--- src/rtl/traffic_phase_ctrl.sv ---
// traffic_phase_ctrl: round-robin multi-approach traffic light sequencer with demand skipping and night blink
module traffic_phase_ctrl #(
    parameter int NUM_DIR      = 4,
    parameter int DIR_W        = 2,
    parameter int CNT_W        = 8,
    parameter int GREEN_TIME   = 10,
    parameter int YELLOW_TIME  = 3,
    parameter int ALL_RED_TIME = 2,
    parameter int BLINK_HALF   = 5
) (
    input  logic               clk,
    input  logic               reset,
    input  logic               day,
    input  logic [NUM_DIR-1:0] req,
    output logic [NUM_DIR-1:0] red,
    output logic [NUM_DIR-1:0] yellow,
    output logic [NUM_DIR-1:0] green,
    output logic [DIR_W-1:0]   active_dir,
    output logic               night
);
    localparam logic [1:0] S_GREEN   = 2'd0;
    localparam logic [1:0] S_YELLOW  = 2'd1;
    localparam logic [1:0] S_ALL_RED = 2'd2;
    localparam logic [1:0] S_NIGHT   = 2'd3;

    logic [1:0]         state_q, state_d;
    logic [CNT_W-1:0]   cnt_q, cnt_d;
    logic [DIR_W-1:0]   dir_q, dir_d, next_dir;
    logic               blink_q, blink_d;
    logic               g_end, y_end, r_end, b_end;
    logic [NUM_DIR-1:0] dir_bit;

    assign g_end   = cnt_q == CNT_W'(GREEN_TIME - 1);
    assign y_end   = cnt_q == CNT_W'(YELLOW_TIME - 1);
    assign r_end   = cnt_q == CNT_W'(ALL_RED_TIME - 1);
    assign b_end   = cnt_q == CNT_W'(BLINK_HALF - 1);
    assign dir_bit = NUM_DIR'(1) << dir_q;

    // first requesting approach after the current one; scanning downward lets the nearest win, current one last
    always_comb begin
        next_dir = DIR_W'((int'(dir_q) + 1) % NUM_DIR);
        for (int k = NUM_DIR; k >= 1; k--)
            if (req[DIR_W'((int'(dir_q) + k) % NUM_DIR)]) next_dir = DIR_W'((int'(dir_q) + k) % NUM_DIR);
    end

    // phase sequencing; every state change clears the counter, otherwise it counts up
    always_comb begin
        state_d = state_q;
        cnt_d   = cnt_q + CNT_W'(1);
        dir_d   = dir_q;
        blink_d = blink_q;
        case (state_q)
            S_GREEN: if (!day || g_end) begin
                state_d = S_YELLOW;
                cnt_d   = '0;
            end
            S_YELLOW: if (y_end) begin
                state_d = S_ALL_RED;
                cnt_d   = '0;
            end
            S_ALL_RED: if (r_end) begin
                state_d = day ? S_GREEN : S_NIGHT;
                dir_d   = day ? next_dir : dir_q;
                blink_d = 1'b1;
                cnt_d   = '0;
            end
            default: if (day) begin
                state_d = S_ALL_RED;
                cnt_d   = '0;
            end else if (b_end) begin
                blink_d = ~blink_q;
                cnt_d   = '0;
            end
        endcase
    end

    // state registers; reset parks in all-red just before approach 0 is due
    always_ff @(posedge clk) begin
        if (reset) begin
            state_q <= S_ALL_RED;
            cnt_q   <= '0;
            dir_q   <= DIR_W'(NUM_DIR - 1);
            blink_q <= 1'b1;
        end else begin
            state_q <= state_d;
            cnt_q   <= cnt_d;
            dir_q   <= dir_d;
            blink_q <= blink_d;
        end
    end

    assign green      = state_q == S_GREEN ? dir_bit : '0;
    assign yellow     = state_q == S_NIGHT ? {NUM_DIR{blink_q}} : state_q == S_YELLOW ? dir_bit : '0;
    assign red        = state_q == S_NIGHT ? '0 : state_q == S_ALL_RED ? '1 : ~dir_bit;
    assign active_dir = dir_q;
    assign night      = state_q == S_NIGHT;
endmodule
--- config.mk ---
export PLATFORM = sky130hd
export DESIGN_NAME = traffic_phase_ctrl
export DESIGN_NICKNAME = d
export VERILOG_FILES = /design/src/rtl/traffic_phase_ctrl.sv
export SDC_FILE = /design/constraint.sdc
export NUM_CORES = 1
export LEC_CHECK = 0
export BUFFER_PORTS_ARGS = -buffer_cell sky130_fd_sc_hd__buf_4
export CORE_ASPECT_RATIO = 2
export CORE_UTILIZATION = 35
export DETAILED_ROUTE_END_ITERATION = 10
export PLACE_DENSITY = 0.66
export SLEW_MARGIN = 20
export SYNTH_ARGS = -nofsm -noshare
export SYNTH_HDL_FRONTEND = slang
export SYNTH_SLANG_ARGS = --single-unit
--- constraint.sdc ---
create_clock -name clk -period 2.18 [get_ports clk]
set_input_delay 0.436 -clock clk [delete_from_list [all_inputs] [get_ports clk]]
set_output_delay 0.436 -clock clk [all_outputs]
set_load 0.005 [all_outputs]
==> results of run 1 <==
[how the worst max path moves through the flow]
stage	cells past startpoint	to
4_1_cts	5	yellow[3]
6_report	5	yellow[3]
3_5_place_dp	6	active_dir[0]$_SDFFE_PP1P_
5_1_grt	4	yellow[2]
3_3_place_gp	6	active_dir[0]$_SDFFE_PP1P_
2_1_floorplan	7	active_dir[0]$_SDFFE_PP1P_
[area by class of cell]
class	count	share of cell area, %
Tap cell	30	2.75
Inverter	11	3.03
Timing Repair Buffer	26	14.3
Multi-Input combinational cell	102	57.4
Sequential cell	13	19.2
Clock buffer	4	3.30
[state kept, by name (all words and copies together) (netlist names)]
name and count:
cnt_q 8, active_dir 2, state_q 2, blink_q 1
[cell usage after synthesis (2+ instances only)]
| master | count | area (um2) |
|---|---|---|
| and3_1 | 3 | 18.8 |
| nor2_1 | 14 | 52.6 |
| xnor2_1 | 5 | 43.8 |
| inv_1 | 11 | 41.3 |
| a211oi_1 | 2 | 15.0 |
| nand4_2 | 2 | 25.0 |
| nor2b_1 | 2 | 12.5 |
| a21oi_1 | 3 | 15.0 |
| nand3_1 | 3 | 15.0 |
| nand2b_1 | 3 | 18.8 |
| clkbuf_1 | 3 | 11.3 |
| and2_1 | 5 | 31.3 |
| nor3_1 | 3 | 15.0 |
| dfxtp_1 | 13 | 260 |
| o211ai_1 | 2 | 15.0 |
| mux2i_1 | 4 | 40.0 |
| a221oi_2 | 2 | 30.0 |
| ha_1 | 12 | 150 |
| nand2_1 | 8 | 30.0 |
| o21ai_0 | 5 | 25.0 |
| a41oi_1 | 2 | 17.5 |
| a31oi_1 | 2 | 12.5 |
| a22o_1 | 4 | 35.0 |
[worst max-delay path, stage by stage (launching register included)]
cell and delay (ns):
dfxtp_2 0.44, inv_1 0.09, ha_1 0.24, nor2b_1 0.18, a22o_1 0.20, buf_4 0.13
[metal layers]
layer / global-route usage [%] / vias to the layer above
li1: - / 523
met1: 16.3 / 508
met2: 31.9 / 30
met3: 2.22 / 7
met4: 9.35 / 0
met5: 0 / -
[metrics by stage]
stage | instances | setup WS, ns | util [%]
after global placement | 182 | 0.283 | 44.2
after detailed placement | 182 | 0.264 | 44.2
after floorplan | 130 | 0.112 | -
final | 186 | 0.217 | 45.8
after CTS | 186 | 0.0754 | 45.8
after global routing | 186 | 0.0980 | 45.8
[cells by family after synthesis]
kind of cell / after synthesis / share of synthesized area, %
flops: 13 / 23.6
fa+ha+maj: 12 / 13.6
mux: 5 / 5.68
simple gates: 49 / 25.3
xor+xnor: 6 / 4.77
compound gates: 30 / 21.7
buf+inv: 15 / 5.23
[power breakdown]
group	internal, mW	leakage, nW	total [mW]	switching (mW)
clock network	0.129	0.0228	0.220	0.0911
registers	0.285	0.105	0.351	0.0663
logic	0.449	0.484	0.901	0.453
total	0.863	0.612	1.47	0.610
[repair_timing]
| action | in CTS | in global routing |
|---|---|---|
| resized for setup | 0 | 1 |
| setup endpoints to repair | 0 | 4 |
| buffers inserted | 0 | 0 |
| hold endpoints to repair | 0 | 0 |
| hold buffers | 0 | 0 |
==> summary.md, run 1 <==
| Metric | Value |
|---|---|
| Min-delay worst type | in2reg |
| Clk_skew | 0.00433 ns |
| Static Leakage | 0.612 nW |
| Power per cell area | 1080 nW/um2 |
| Vias | 1,068 |
| FF+latch count, synth | 13 |
| Design Area, Final | about 1400 um2 |
| Clock sinks | 13 |
| Fmax | 509 MHz |
| Detailed placer's ending HPWL | 2110 um |
| Crit Path Category | reg2out |
| # setup viols final | 0 |
| Highest metal layer with signal wires | met4 |
| Post-Syn Area | between 1000 and 1500 um2 |
| Crit start category | flip-flop |
| Slew Limit Fails | 0 |
| First-pass GRT wire length | 4350 um |
| Core box area | just under 3000 um2 |
| Met2 WL | 1500 um |
| Crit-path max FO | 8 |
| Synth async-reset ratio | 0% |
| CTS Buffer Depth | 2 |
| Synth unique cells | 40 |
| Share of layout cells above drive strength 1 | 25.6% |
| Period utilization | ~90% |
| Sequential element share of the synthesized area | 23.6% |
| Per-cell routed wire length | around 14 um |
| Post-DP Area | 1320 um2 |
| Filler cells | 294 |
| DRT antenna net count | 0 |
| R2r startpoint | cnt_q[5]$_SDFF_PP0_ |
| Antenna diodes | 0 |
| Synthesis-to-layout area growth | 23.9% |
| GR Overflow Total | 0 |
| Worst Hold Path EP | state_q[0]$_SDFFE_PP0P_ |
| Met3 WL | 92 um |
| Synth Area per Inst | 8.47 um2 |
| Fin crit period | 1.96 ns |
| Final WL | 2650 um |
| Worst path required time | 1.74 ns |
| CP Capture Type | output port |
| Hold Startpoint | reset |
| Slew HR | 74.1% |
| DRT Pass-1 Iters | 4 |
| Die X | 41.7 um |
| Initial cell density of the core | between 30 and 40% |
| Measured slew at the worst slew-check pin | 0.385 ns |
| RePlAce Congestion | 0.878 |
| Initial antenna violation count | 0 |
| R2r setup slk | around 0.32 ns |
| Setup TNS | 0 ns |
| Yosys warns | 0 |
| CTS root buf | clkbuf_8 |
| Area of the multi-input gates | 783 um2 |
| GRT Util Overall | 16.5% |
| DRC | 0 |
| Min Hold Slack | 0.431 ns |
| Number of cells on the worst reg-to-reg path | 5 |
| Clk_lat worst skew | about 0.25 ns |
| WHS Path Cells | 2 |
| CTS tree | yes |
| CTS H-Tree Depth | 1 |
| EDFF count, synth | 0 |
| Status | completed |
| Row count | 28 |
| Setup crit start | state_q[1]$_SDFFE_PP1P_ |
| Worst r2r dst | state_q[1]$_SDFFE_PP1P_ |
| Die Ht | 81.3 um |
| Number of buffers created by CTS | 3 |
| Primary FF master, synth | dfxtp_1 |
| Synthesized instance count | 130 |
| Mapped Nets | ~150 |
| Vias per cell | 5.74 |
| Crit path DAT | ~1.5 ns |
| Commonest non-fill, non-tap cell in the layout | buf_4 |
| Die footprint | about 3400 um2 |
| Pin count of the biggest net entering global routing | 12 |
| Reg area | 262 um2 |
| Clock transition at the registers of the reported paths | 0.06 ns |
| Max VDD drop | 0.559 mV |
| Wl on met1 | approximately 980 um |
| Nets@finish | 176 |
| Number of global-route vias before repair | 961 |
| Number of top-level pins | 22 |
| Port Buffers | 21 |
| Unrepaired setup endpoints after global routing | no |
| Initial DRC count | 52 |
| Most frequent cells in the layout | buf_4 (26), nor2_1 (14), ha_1 (12), dfxtp_1 (12), inv_1 (11) |
| Maximum capacitance violations | 0 |
| Total chip power | 1.47 mW |
| Final hold vios | 0 |
Note: power is estimated with default switching activity, not from simulation.
==> run 2: changes to the inputs <==
--- a/config.mk
+++ b/config.mk
@@ -6,10 +6,12 @@
 export NUM_CORES = 1
 export LEC_CHECK = 0
 export BUFFER_PORTS_ARGS = -buffer_cell sky130_fd_sc_hd__buf_4
+export CELL_PAD_IN_SITES_DETAIL_PLACEMENT = 1
+export CELL_PAD_IN_SITES_GLOBAL_PLACEMENT = 1
 export CORE_ASPECT_RATIO = 2
 export CORE_UTILIZATION = 35
 export DETAILED_ROUTE_END_ITERATION = 10
-export PLACE_DENSITY = 0.66
+export PLACE_DENSITY = 0.75
 export SLEW_MARGIN = 20
 export SYNTH_ARGS = -nofsm -noshare
 export SYNTH_HDL_FRONTEND = slang
==> summary.md, run 2 (synthesis gave the netlist of run 1 again) <==
| Metric | Value |
|---|---|
| Crit Path Category | reg2out |
| DRT Pass-1 Iters | 4 (unchanged) |
| CP Capture Type | output port |
| Die footprint | 3390 um2 (unchanged) |
| Crit start category | flip-flop |
| Max reg flops | 8 (unchanged) |
| Die Ht | 81.3 um (unchanged) |
| Slew Limit Fails | 0 (unchanged) |
| Measured slew at the worst slew-check pin | 0.397 ns (+0.0116 ns) |
| Crit path max-delay family | flip-flops |
| Min-delay worst type | in2reg |
| CP peak stage delay | 0.45 ns (about the same) |
| Top reg by flops | cnt_q |
| Setup crit start | state_q[1]$_SDFFE_PP1P_ |
| Die X | 41.7 um (unchanged) |
| Antenna diodes | 0 (unchanged) |
| Initial cell density of the core | 37.0% (unchanged) |
| Worst path required time | 1.74 ns (about the same) |
| WP depth | 5 (unchanged) |
| Unrepaired setup endpoints after global routing | no |
| RePlAce Congestion | 0.856 (-2.4%) |
| Final WL | 3130 um (+18%) |
| Core box area | 2980 um2 (unchanged) |
| Worst setup path end | yellow[3] |
| GR Overflow Total | 0 (unchanged) |
| Vias per cell | 5.80 (+1.0%) |
| Crit path DAT | 1.55 ns (+0.02 ns) |
| Number of cells on the worst reg-to-reg path | 6 (+1) |
| CTS Buffer Depth | 2 (unchanged) |
| Synthesis-to-layout area growth | 23.9% (unchanged) |
| Cts hold-fix bufs | 0 (unchanged) |
| Clock sinks | 13 (unchanged) |
| Slew HR | 73.2% (-0.95 points) |
| Pin count of the biggest net entering global routing | 12 (unchanged) |
| Crit-path max FO | 8 (unchanged) |
| Number of top-level pins | 22 (unchanged) |
| CP Buf/Inv Count | 2 (unchanged) |
| Power per cell area | 1100 nW/um2 (+2.0%) |
| DRT antenna net count | 0 (unchanged) |
| Period utilization | 91.2% (+1.2 points) |
| Clk_lat worst skew | 0.25 ns (about the same) |
| Post-CTS sizing | 0 (unchanged) |
| Static Leakage | 0.612 nW (unchanged) |
| Nets@finish | 176 (unchanged) |
| Most frequent cells in the layout | buf_4 (26), nor2_1 (14), ha_1 (12), dfxtp_1 (12), inv_1 (11) |
| Port Buffers | 21 (unchanged) |
| Share of layout cells above drive strength 1 | 25.6% (unchanged) |
| Worst r2r dst | active_dir[0]$_SDFFE_PP1P_ |
| Detailed placer's ending HPWL | 2580 um (+22%) |
| Clk_skew | 0.00154 ns (-0.00278 ns) |
| Per-cell routed wire length | 16.8 um (+18%) |
| Number of global-route vias before repair | 1,183 (+23%) |
| CTS root buf | clkbuf_8 |
| Crit path max-delay cell type | dfxtp_2 |
| Vias | 1,079 (+1.0%) |
| # setup viols final | 0 (unchanged) |
| Maximum capacitance violations | 0 (unchanged) |
| CTS tree | yes |
| Final hold vios | 0 (unchanged) |
| Setup TNS | 0 ns (unchanged) |
| Initial antenna violation count | 0 (unchanged) |
| Fin crit period | 1.99 ns (+0.0260 ns) |
| Post-CTS Setup Inserts | 0 (unchanged) |
| CTS H-Tree Depth | 1 (unchanged) |
| R2r startpoint | active_dir[0]$_SDFFE_PP1P_ |
| Number of buffers created by CTS | 3 (unchanged) |
| R2r setup slk | 0.27 ns (-0.05 ns) |
| Row count | 28 (unchanged) |
| Fmax | 503 MHz (-1.3%) |
| Max VDD drop | 0.653 mV (+17%) |
| First-pass GRT wire length | 5350 um (+23%) |
| Initial DRC count | 19 (-63%) |
| Commonest non-fill, non-tap cell in the layout | buf_4 |
| GRT Util Overall | 20.4% (+3.9 points) |
| Final core occ | 45.8% (unchanged) |
| Clock transition at the registers of the reported paths | 0.06 ns (about the same) |
| Worst-path cell chain | inv_1, ha_1, nor2b_1, a22o_1, buf_4 |
| DRC | 0 (unchanged) |
| Status | completed |
run 2: cell counts in the layout (fill, tap and decap cells not counted):
Identical to the previous run, type by type.
run 2: worst min path at each step:
stage                        start                 endpoint  slack, ns  depth (start not counted)
2_1_floorplan  cnt_q[0]$_SDFF_PP0_      cnt_q[0]$_SDFF_PP0_       0.44                          1
3_3_place_gp   cnt_q[0]$_SDFF_PP0_      cnt_q[0]$_SDFF_PP0_       0.46                          1
3_5_place_dp   cnt_q[0]$_SDFF_PP0_      cnt_q[0]$_SDFF_PP0_       0.47                          1
4_1_cts                      reset  state_q[0]$_SDFFE_PP0P_       0.42                          2
5_1_grt                      reset  state_q[0]$_SDFFE_PP0P_       0.44                          2
6_report                     reset  state_q[0]$_SDFFE_PP0P_       0.43                          2
run 2: final cells by class:
class | instances | area [um2]
fill | 379 | 1610
sequential | 13 | 262
multi-input combinational | 102 | 783
inverter | 11 | 41.3
timing repair buffer | 26 | 195
tap | 30 | 37.5
clock buffer | 4 | 45.0
run 2: metal layers:
layer	GRT usage [%]	part of all wire, %
met5	0	0
met4	10.0	2.5
met3	1.33	2.3
met2	42.7	61
met1	18.8	34
run 2: report_power, final:
part,switching [mW],internal (mW)
clock,0.0946,0.130
combinational,0.474,0.451
sequential,0.0683,0.285
run 2: through the flow:
stage	power [mW]	setup slack, ns	std cells	hold slack, ns	instance area, um2
finish	1.50	0.191	186	0.426	1360
global placement	1.23	0.310	182	0.461	1320
global route	1.62	0.0596	186	0.441	1360
detailed placement	1.29	0.260	182	0.473	1320
floorplan	0.924	0.112	130	0.441	1100
CTS	1.52	0.0102	186	0.417	1360
==> run 3: changes to the inputs <==
--- a/config.mk
+++ b/config.mk
@@ -5,13 +5,13 @@
 export SDC_FILE = /design/constraint.sdc
 export NUM_CORES = 1
 export LEC_CHECK = 0
-export BUFFER_PORTS_ARGS = -buffer_cell sky130_fd_sc_hd__buf_4
 export CELL_PAD_IN_SITES_DETAIL_PLACEMENT = 1
 export CELL_PAD_IN_SITES_GLOBAL_PLACEMENT = 1
 export CORE_ASPECT_RATIO = 2
 export CORE_UTILIZATION = 35
 export DETAILED_ROUTE_END_ITERATION = 10
-export PLACE_DENSITY = 0.75
+export DONT_BUFFER_PORTS = 1
+export PLACE_DENSITY = 0.67
 export SLEW_MARGIN = 20
 export SYNTH_ARGS = -nofsm -noshare
 export SYNTH_HDL_FRONTEND = slang
==> summary.md, run 3 (synthesis gave the netlist of run 1 again) <==
| Metric | Value |
|---|---|
| Most frequent cells in the layout | nor2_1 (14), dfxtp_1 (13), ha_1 (12) |
| CP Buf/Inv Count | 0 (-2) |
| Total chip power | 1.30 mW (-14%) |
| Post-CTS Setup Inserts | 0 (unchanged) |
| Post-DP Area | 1140 um2 (-13%) |
| Slew HR | 73.8% (+0.60 points) |
| Reg area | 260 um2 (-0.48%) |
| Net Sw Frac | 44.7% (+2.3 points) |
| Vias per cell | 5.99 (+3.2%) |
| Power per cell area | 1090 nW/um2 (-0.97%) |
| Unrepaired setup endpoints after global routing | no |
| Synthesis-to-layout area growth | 8.07% |
| Per-cell routed wire length | 17.8 um (+5.4%) |
| Seq pwr share | 27.0% (+3.5 points) |
| Max VDD drop | 0.490 mV (-25%) |
| Share of layout cells above drive strength 1 | 12.0% (-14 points) |
| Static Leakage | 0.499 nW (-18%) |
| Crit Path Category | reg2out |
| Comb pwr share | 55.8% (-5.8 points) |
| Worst path required time | 1.74 ns (about the same) |
| DRC | 0 (unchanged) |
| Antenna diodes | 0 (unchanged) |
| Fmax | 486 MHz (-3.4%) |
| RePlAce Congestion | 0.865 (+0.99%) |
| Status | completed |
| Die X | 41.7 um (unchanged) |
| CTS root buf | clkbuf_8 |
| First-pass GRT wire length | 5040 um (-5.9%) |
| Crit path DAT | 1.62 ns (+0.07 ns) |
| Fin crit period | 2.06 ns (+0.0705 ns) |
| Cell Int Power | 0.718 mW (-17%) |
| Port Buffers | 0 (-100%) |
| GR Overflow Total | 0 (unchanged) |
| Nets@finish | 153 (-13%) |
| Clock share of power | 17.2% (+2.3 points) |
| Period utilization | 94.5% (+3.2 points) |
| CTS H-Tree Depth | 1 (unchanged) |
| Setup TNS | 0 ns (unchanged) |
| Number of top-level pins | 22 (unchanged) |
| GRT Util Overall | 19.2% (-1.2 points) |
| DRT Pass-1 Iters | 4 (unchanged) |
| Maximum capacitance violations | 0 (unchanged) |
| Measured slew at the worst slew-check pin | 0.393 ns (-0.00398 ns) |
| Post-CTS sizing | 0 (unchanged) |
| Pin count of the biggest net entering global routing | 12 (unchanged) |
| Worst-path cell chain | ha_1, nor2b_1, a22o_1 |
| Clk_lat worst skew | 0.25 ns (about the same) |
| Min-delay worst type | in2reg |
| Initial cell density of the core | 37.0% (unchanged) |
| Max reg flops | 8 (unchanged) |
| DRT antenna net count | 0 (unchanged) |
| Design Area, Final | 1190 um2 (-13%) |
| Die Ht | 81.3 um (unchanged) |
| Crit path max-delay cell type | dfxtp_1 |
| Clock sinks | 13 (unchanged) |
| Area of the multi-input gates | 783 um2 (unchanged) |
| Clk_skew | 0.00399 ns (+0.00245 ns) |
| Commonest non-fill, non-tap cell in the layout | nor2_1 |
| Initial DRC count | 7 (-12) |
| Detailed placer's ending HPWL | 2340 um (-9.5%) |
| Initial antenna violation count | 0 (unchanged) |
| # setup viols final | 0 (unchanged) |
| CTS Buffer Depth | 2 (unchanged) |
| Core box area | 2980 um2 (unchanged) |
| Number of buffers created by CTS | 3 (unchanged) |
| Die footprint | 3390 um2 (unchanged) |
| Number of global-route vias before repair | 1,069 (-9.6%) |
| Final hold vios | 0 (unchanged) |
| CP Capture Type | output port |
| Crit path max-delay family | flip-flops |
| Net load switching power | 0.580 mW (-8.9%) |
| Slew Limit Fails | 0 (unchanged) |
| CP peak stage delay | 0.56 ns (+0.11 ns) |
| Top reg by flops | cnt_q |
| Cts hold-fix bufs | 0 (unchanged) |
| Clock transition at the registers of the reported paths | 0.06 ns (about the same) |
| Crit start category | flip-flop |
| Filler cells | 360 (-5.0%) |
| CTS tree | yes |
| Vias | 976 (-9.5%) |
| Crit-path max FO | 8 (unchanged) |
| Row count | 28 (unchanged) |
| Final WL | 2890 um (-7.6%) |
## run 3: path summary, 6_finish.rpt
check,slack (ns),depth (start not counted),to,start
max,0.12,3,yellow[3],state_q[1]$_SDFFE_PP1P_
min,0.25,1,state_q[0]$_SDFFE_PP0P_,reset
max reg2reg,0.21,6,active_dir[0]$_SDFFE_PP1P_,active_dir[1]$_SDFFE_PP1P_
min reg2reg,0.48,1,cnt_q[0]$_SDFF_PP0_,cnt_q[0]$_SDFF_PP0_
## run 3: power groups by stage
stage / sequential [mW] / combinational (mW) / clock (mW)
final: 0.351 / 0.725 / 0.223
after global placement: 0.350 / 0.715 / 0
after global routing: 0.361 / 0.819 / 0.235
after detailed placement: 0.356 / 0.731 / 0
after floorplan: 0.330 / 0.594 / 0
after CTS: 0.351 / 0.734 / 0.232
## run 3: routing by layer
layer / vias up / global-route usage [%] / wire length [um]
met5: - / 0 / 0
met4: 0 / 9.03 / 77
met3: 7 / 1.33 / 59
met2: 19 / 38.0 / 1730
met1: 474 / 19.5 / 1020
li1: 476 / - / -
## run 3: cell type report
cell class              count  area share (%)
clock buffers               4            3.79
inverters                  11            3.47
multi-input cells         102            65.8
repair buffers              3            1.89
well taps                  30            3.15
flip-flops and latches     13            21.9
## run 3: stage by stage
stage	instances	hold WS, ns	util, %	setup WS [ns]
global route	163	0.245	40.0	0.0151
CTS	163	0.241	40.0	0.102
global placement	159	0.466	38.4	0.272
detailed placement	159	0.485	38.4	0.224
floorplan	130	0.441	-	0.112
finish	163	0.246	40.0	0.120
## run 3: worst reg2reg max path, delay by kind of cell (launching register included)
kind | cells | cell delay [ns]
buf+inv | 1 | 0.10
mux | 1 | 0.32
compound gates | 3 | 0.70
flops | 1 | 0.34
fa+ha+maj | 1 | 0.39
